--- src/rtl/if_pkg.sv ---
// Fetch-stage shared types and constants: bus widths, ROM enable levels,
// the {pc, inst} queue entry and the default reset PC.
package if_pkg;

  localparam int INST_ADDR_W = 32;
  localparam int INST_W      = 32;

  localparam logic CHIP_ENABLE  = 1'b1;
  localparam logic CHIP_DISABLE = 1'b0;

  localparam logic [INST_W-1:0]      ZERO_WORD        = '0;
  localparam logic [INST_ADDR_W-1:0] RESET_PC_DEFAULT = 32'h0000_0000;

  typedef struct packed {
    logic [INST_ADDR_W-1:0] pc;
    logic [INST_W-1:0]      inst;
  } fetch_entry_t;

endpackage

--- src/rtl/fetch_queue.sv ---
// Small synchronous FIFO of fetched {pc, inst} pairs with a flush that
// discards everything queued; the head reads as zero when empty.
module fetch_queue
  import if_pkg::*;
#(
  parameter  int DEPTH = 2,
  localparam int PTR_W = $clog2(DEPTH),
  localparam int CNT_W = PTR_W + 1
) (
  input  logic               clk,
  input  logic               rst_n,
  input  logic               flush,
  input  logic               push,
  input  fetch_entry_t       push_data,
  input  logic               pop,
  output fetch_entry_t       head,
  output logic [CNT_W-1:0]   count,
  output logic               full
);

  fetch_entry_t           mem [DEPTH];
  logic [PTR_W-1:0]       wr_ptr;
  logic [PTR_W-1:0]       rd_ptr;
  logic                   empty;

  assign full  = (count == CNT_W'(DEPTH));
  assign empty = (count == '0);
  assign head  = empty ? '0 : mem[rd_ptr];

  // Pointers wrap naturally because DEPTH is a power of two.
  always_ff @(posedge clk or negedge rst_n) begin
    if (!rst_n) begin
      wr_ptr <= '0;
      rd_ptr <= '0;
      count  <= '0;
    end else if (flush) begin
      wr_ptr <= '0;
      rd_ptr <= '0;
      count  <= '0;
    end else begin
      if (push) wr_ptr <= wr_ptr + 1'b1;
      if (pop)  rd_ptr <= rd_ptr + 1'b1;
      count <= count + CNT_W'(push) - CNT_W'(pop);
    end
  end

  // NOTE: storage has no reset; an empty count already hides stale entries.
  always_ff @(posedge clk) begin
    if (push && !flush) mem[wr_ptr] <= push_data;
  end

endmodule

--- src/rtl/inst_fetch.sv ---
// Instruction-fetch initiator: owns the PC, drives the combinational ROM,
// queues fetched words for decode and handles redirects from execute.
module inst_fetch
  import if_pkg::*;
#(
  parameter logic [31:0] RESET_PC = RESET_PC_DEFAULT,
  parameter int          QDEPTH   = 2
) (
  input  logic        clk,
  input  logic        rst_n,
  output logic        rom_ce,
  output logic [31:0] rom_addr,
  input  logic [31:0] rom_inst,
  input  logic        redirect_valid,
  input  logic [31:0] redirect_pc,
  output logic        out_valid,
  input  logic        out_ready,
  output logic [31:0] out_pc,
  output logic [31:0] out_inst
);

  localparam int CNT_W = $clog2(QDEPTH) + 1;

  logic               running;
  logic [31:0]        pc;
  logic               fetch;
  logic               q_full;
  logic [CNT_W-1:0]   q_count;
  fetch_entry_t       q_head;
  fetch_entry_t       q_push_data;

  // Fetch is gated only by queue space, never by out_ready, so a full
  // queue that drains this cycle still costs one bubble.
  assign fetch    = running && !q_full && !redirect_valid;
  assign rom_ce   = fetch ? CHIP_ENABLE : CHIP_DISABLE;
  assign rom_addr = pc;

  assign q_push_data = '{pc: pc, inst: rom_inst};

  always_ff @(posedge clk or negedge rst_n) begin
    if (!rst_n) begin
      running <= 1'b0;
      pc      <= RESET_PC & ~32'h3;
    end else begin
      running <= 1'b1;
      if (redirect_valid) pc <= redirect_pc & ~32'h3;
      else if (fetch)     pc <= pc + 32'd4;
    end
  end

  fetch_queue #(.DEPTH(QDEPTH)) u_queue (
    .clk       (clk),
    .rst_n     (rst_n),
    .flush     (redirect_valid),
    .push      (fetch),
    .push_data (q_push_data),
    .pop       (out_valid && out_ready),
    .head      (q_head),
    .count     (q_count),
    .full      (q_full)
  );

  assign out_valid = (q_count != '0);
  assign out_pc    = q_head.pc;
  assign out_inst  = q_head.inst;

endmodule

--- config.mk ---
export PLATFORM = sky130hd
export DESIGN_NAME = inst_fetch
export DESIGN_NICKNAME = d
export VERILOG_FILES = /design/src/rtl/if_pkg.sv /design/src/rtl/fetch_queue.sv /design/src/rtl/inst_fetch.sv
export SDC_FILE = /design/constraint.sdc
export NUM_CORES = 1
export LEC_CHECK = 0
export ABC_AREA = 1
export ABC_CLOCK_PERIOD_IN_PS = 4800
export CAP_MARGIN = 20
export CORE_UTILIZATION = 50
export CTS_CLUSTER_DIAMETER = 30
export CTS_CLUSTER_SIZE = 25
export DETAILED_ROUTE_END_ITERATION = 10
export PLACE_DENSITY_LB_ADDON = 0.2
export SYNTH_ARGS = -nofsm -noshare
export SYNTH_HDL_FRONTEND = slang
export SYNTH_SLANG_ARGS = --single-unit
--- constraint.sdc ---
create_clock -name clk -period 4.8 [get_ports clk]
set_input_delay 0.72 -clock clk [delete_from_list [all_inputs] [get_ports clk]]
set_output_delay 0.72 -clock clk [all_outputs]
set_load 0.02 [all_outputs]
==> impl_metrics.csv <==
group,metric,value,unit
outcome,status,"finished clean",
die,fp.dieH,121,um
placement,pre_cts_ws,1.17,ns
worst_setup_path,r2r_setup_slack,2.00,ns
worst_setup_path,crit_arrival,2.73,ns
drt,vias_per_cell,5.15,
worst_setup_path,cpPeakStageDelay,0.74,ns
finish,utilization,0.684,
worst_setup_path,worst_ep_required_time,4.08,ns
grt,antenna_found_initial,0,
worst_setup_path,crit_path_max_fanout,33,
clock_tree,clk_pin_slew_worst_paths,0.06,ns
clock_tree,ctsHtreeMaxLevel,4,
die,boundaryPins,166,
clock_tree,clock_latency,0.42,ns
sta,setup-violations-final,0,
power_and_ir_drop,power_density,484,mW/mm2
synth,syn_avg_cell_area,9.80,um2
min_path,holdCritPathClass,"flip-flop to flip-flop",
sta,tightest_slew,0.971,ns
worst_setup_path,cp-end-kind,"output pin",
die,die_w,121,um
clock_tree,cts_tree,"built",
drt,wl_per_cell,15.2,um
clock_tree,cts_buffers,17,
synth,syn_area,0.00712,mm2
placement,io_buffers,159,
clock_tree,clock_sinks,159,
die,start_util,0.513,
synth,synth.area.top_cells,"edfxtp_1, nand2_1, dfrtp_1",
power_and_ir_drop,leakagePower,3.68,nW
grt,grt_pass1_wl,25700,um
placement,gp_congestion,0.931,
clock_tree,cts_setup_buffers,0,
sta,setup_slack,1.35,ns
drt,vias,5538,
synth,yosysUniqueCellTypes,28,
drt,ant_nets,0,
grt,grt_use_total,0.230,
grt,grt_pass1_vias,5221,
sta,period_minus_slack,3.45,ns
die,core_area,0.0139,mm2
grt,overflow,0,
power_and_ir_drop,peakVddDrop,0.298,mV
synth,synth_seq_cells,159,
sta,timing.setup.tns,0,ns
die,dieArea,0.0147,mm2
drt,route.detailed.drc,0,
worst_setup_path,path_cells,"clkdlybuf4s50_1 > buf_4 > nor2_4 > clkdlybuf4s50_1",
worst_setup_path,startpoint_type,"input port",
worst_setup_path,worst-path-buf-inv,3,
synth,synth_top_cell_area_share,0.523,
finish,syn2layout_area_growth,33.4,%
clock_tree,clk_path_buf_depth,2,
worst_setup_path,crit_path_frequent_cell,"clkdlybuf4s50_1",
finish,drive_gt1_frac,0.0703,
synth,synth_top_cell_by_area,"edfxtp_1",
clock_tree,ctsResizeCount,0,
drt,drt_pass1_iterations,5,
grt,grt_max_degree,65,
sta,finalCritPeriodShare,0.720,
synth,syn_inst,726,
worst_setup_path,crit_type,"input port to output pin",
flow_run,cap_violations,0,
sta,maxSlewHeadroom,0.351,
sta,rsz0062_at_grt,"no",
placement,hpwlAfterDp,10700,um
worst_setup_path,cp_top_family,"buffers and inverters",
synth,ys_seq_area_frac,0.646,
sta,hold_viol,0,
clock_tree,cts-hold-fix-buffers,0,
sta,skew,0.00878,ns
drt,route.final.wire_length,16400,um
sta,finalMaxSlewViolations,0,
finish,antenna_cells,0,
finish,final_nets,954,
sta,fmax,0.290,GHz
synth,yosys_warnings,0,
worst_setup_path,cp_slowest_cell,"clkdlybuf4s50_1",
die,num_rows,43,
drt,drt_iter0_markers,486,
clock_tree,clockRootBuffer,"clkbuf_16",
## layout by cell type (no fill, tap or decap), types with 11 or more instances in the layout
master / count
inv_1: 49
clkbuf_16: 17
nand2_1: 284
a21oi_1: 64
nand3_1: 20
nor2_1: 45
dfrtp_1: 34
o21ai_0: 14
edfxtp_1: 124
xor2_1: 11
clkdlybuf4s50_1: 159
## per-stage QoR
stage               instances  instance area, um2  power [mW]  hold slack, ns
floorplan                 729                7130        2.60           0.424
global placement         1043                8880        3.26           0.540
detailed placement       1043                8880        3.29           0.546
CTS                      1075                9470        4.62           0.564
global route             1076                9490        4.81           0.584
finish                   1076                9490        4.60           0.563
## state kept, by name, indices dropped and copies added, names as in the netlist
name / count
u_queue.mem: 124
rom_addr: 30
u_queue.count: 2
running: 1
u_queue.rd_ptr: 1
u_queue.wr_ptr: 1
## final timing paths
path	start	to	cells past startpoint
setup / recovery	redirect_valid	rom_ce	4
hold / removal	rom_addr[28]	u_queue.mem[1][60]	0
setup reg to reg	u_queue.count[1]	u_queue.mem[0][56]	6
hold reg to reg	rom_addr[28]	u_queue.mem[1][60]	0
max in group asynchronous	rst_n	u_queue.rd_ptr	2
min in group asynchronous	rst_n	rom_addr[28]	2
## report_power, final
group | total, mW | leakage [nW] | internal, mW | switching [mW]
registers | 1.78 | 1.57 | 1.66 | 0.121
clock network | 1.33 | 0.275 | 0.796 | 0.534
logic | 1.49 | 1.84 | 0.612 | 0.874
## cells by family (layout without fill, tap and decap cells)
logic type	Yosys count	count (layout)	share of synthesized area
AO/OA/AOI/OAI	93	93	0.0717
XOR/XNOR	14	14	0.0172
adder cells (fa/ha/maj)	3	3	0.00528
buffers and inverters	85	252	0.0508
flip-flops	159	159	0.646
other	2	5	0.00106
AND/OR/NAND/NOR	370	370	0.207
## layout make-up
| class | count | area, um2 |
|---|---|---|
| sequential | 159 | 4600 |
| fill | 1092 | 4390 |
| multi-input combinational | 485 | 2190 |
| timing repair buffer | 166 | 1680 |
| clock buffer | 20 | 457 |
| tap | 180 | 225 |
| inverter | 54 | 203 |
| clock inverter | 12 | 134 |
## worst register-to-register path, stage by stage, from the launching register on
cell,delay (ns)
dfrtp_1,0.43
nand2_1,0.11
nand2_2,0.09
nor2_4,0.55
inv_2,0.20
nor2_4,0.78
buf_12,0.32
## routing by layer
metal / GRT usage / wire length (um) / share of wire / up-vias
met1: 0.293 / 7200 / 0.44 / 2612
met5: 0 / 0 / 0 / -
met2: 0.385 / 7990 / 0.49 / 216
met3: 0.0498 / 946 / 0.058 / 20
li1: - / - / - / 2690
met4: 0.0818 / 246 / 0.015 / 0
## Yosys cell counts, drive strengths merged
library cell,n
a21oi,64
a22o,6
a31oi,1
buf,22
clkbuf,9
conb,2
dfrtp,35
edfxtp,124
ha,3
inv,54
nand2,291
nand3,20
nor2,56
nor3,2
o211ai,3
o21ai,14
o21bai,4
o221ai,1
or2,1
xnor2,3
xor2,11
(Power assumes the default switching activity.)
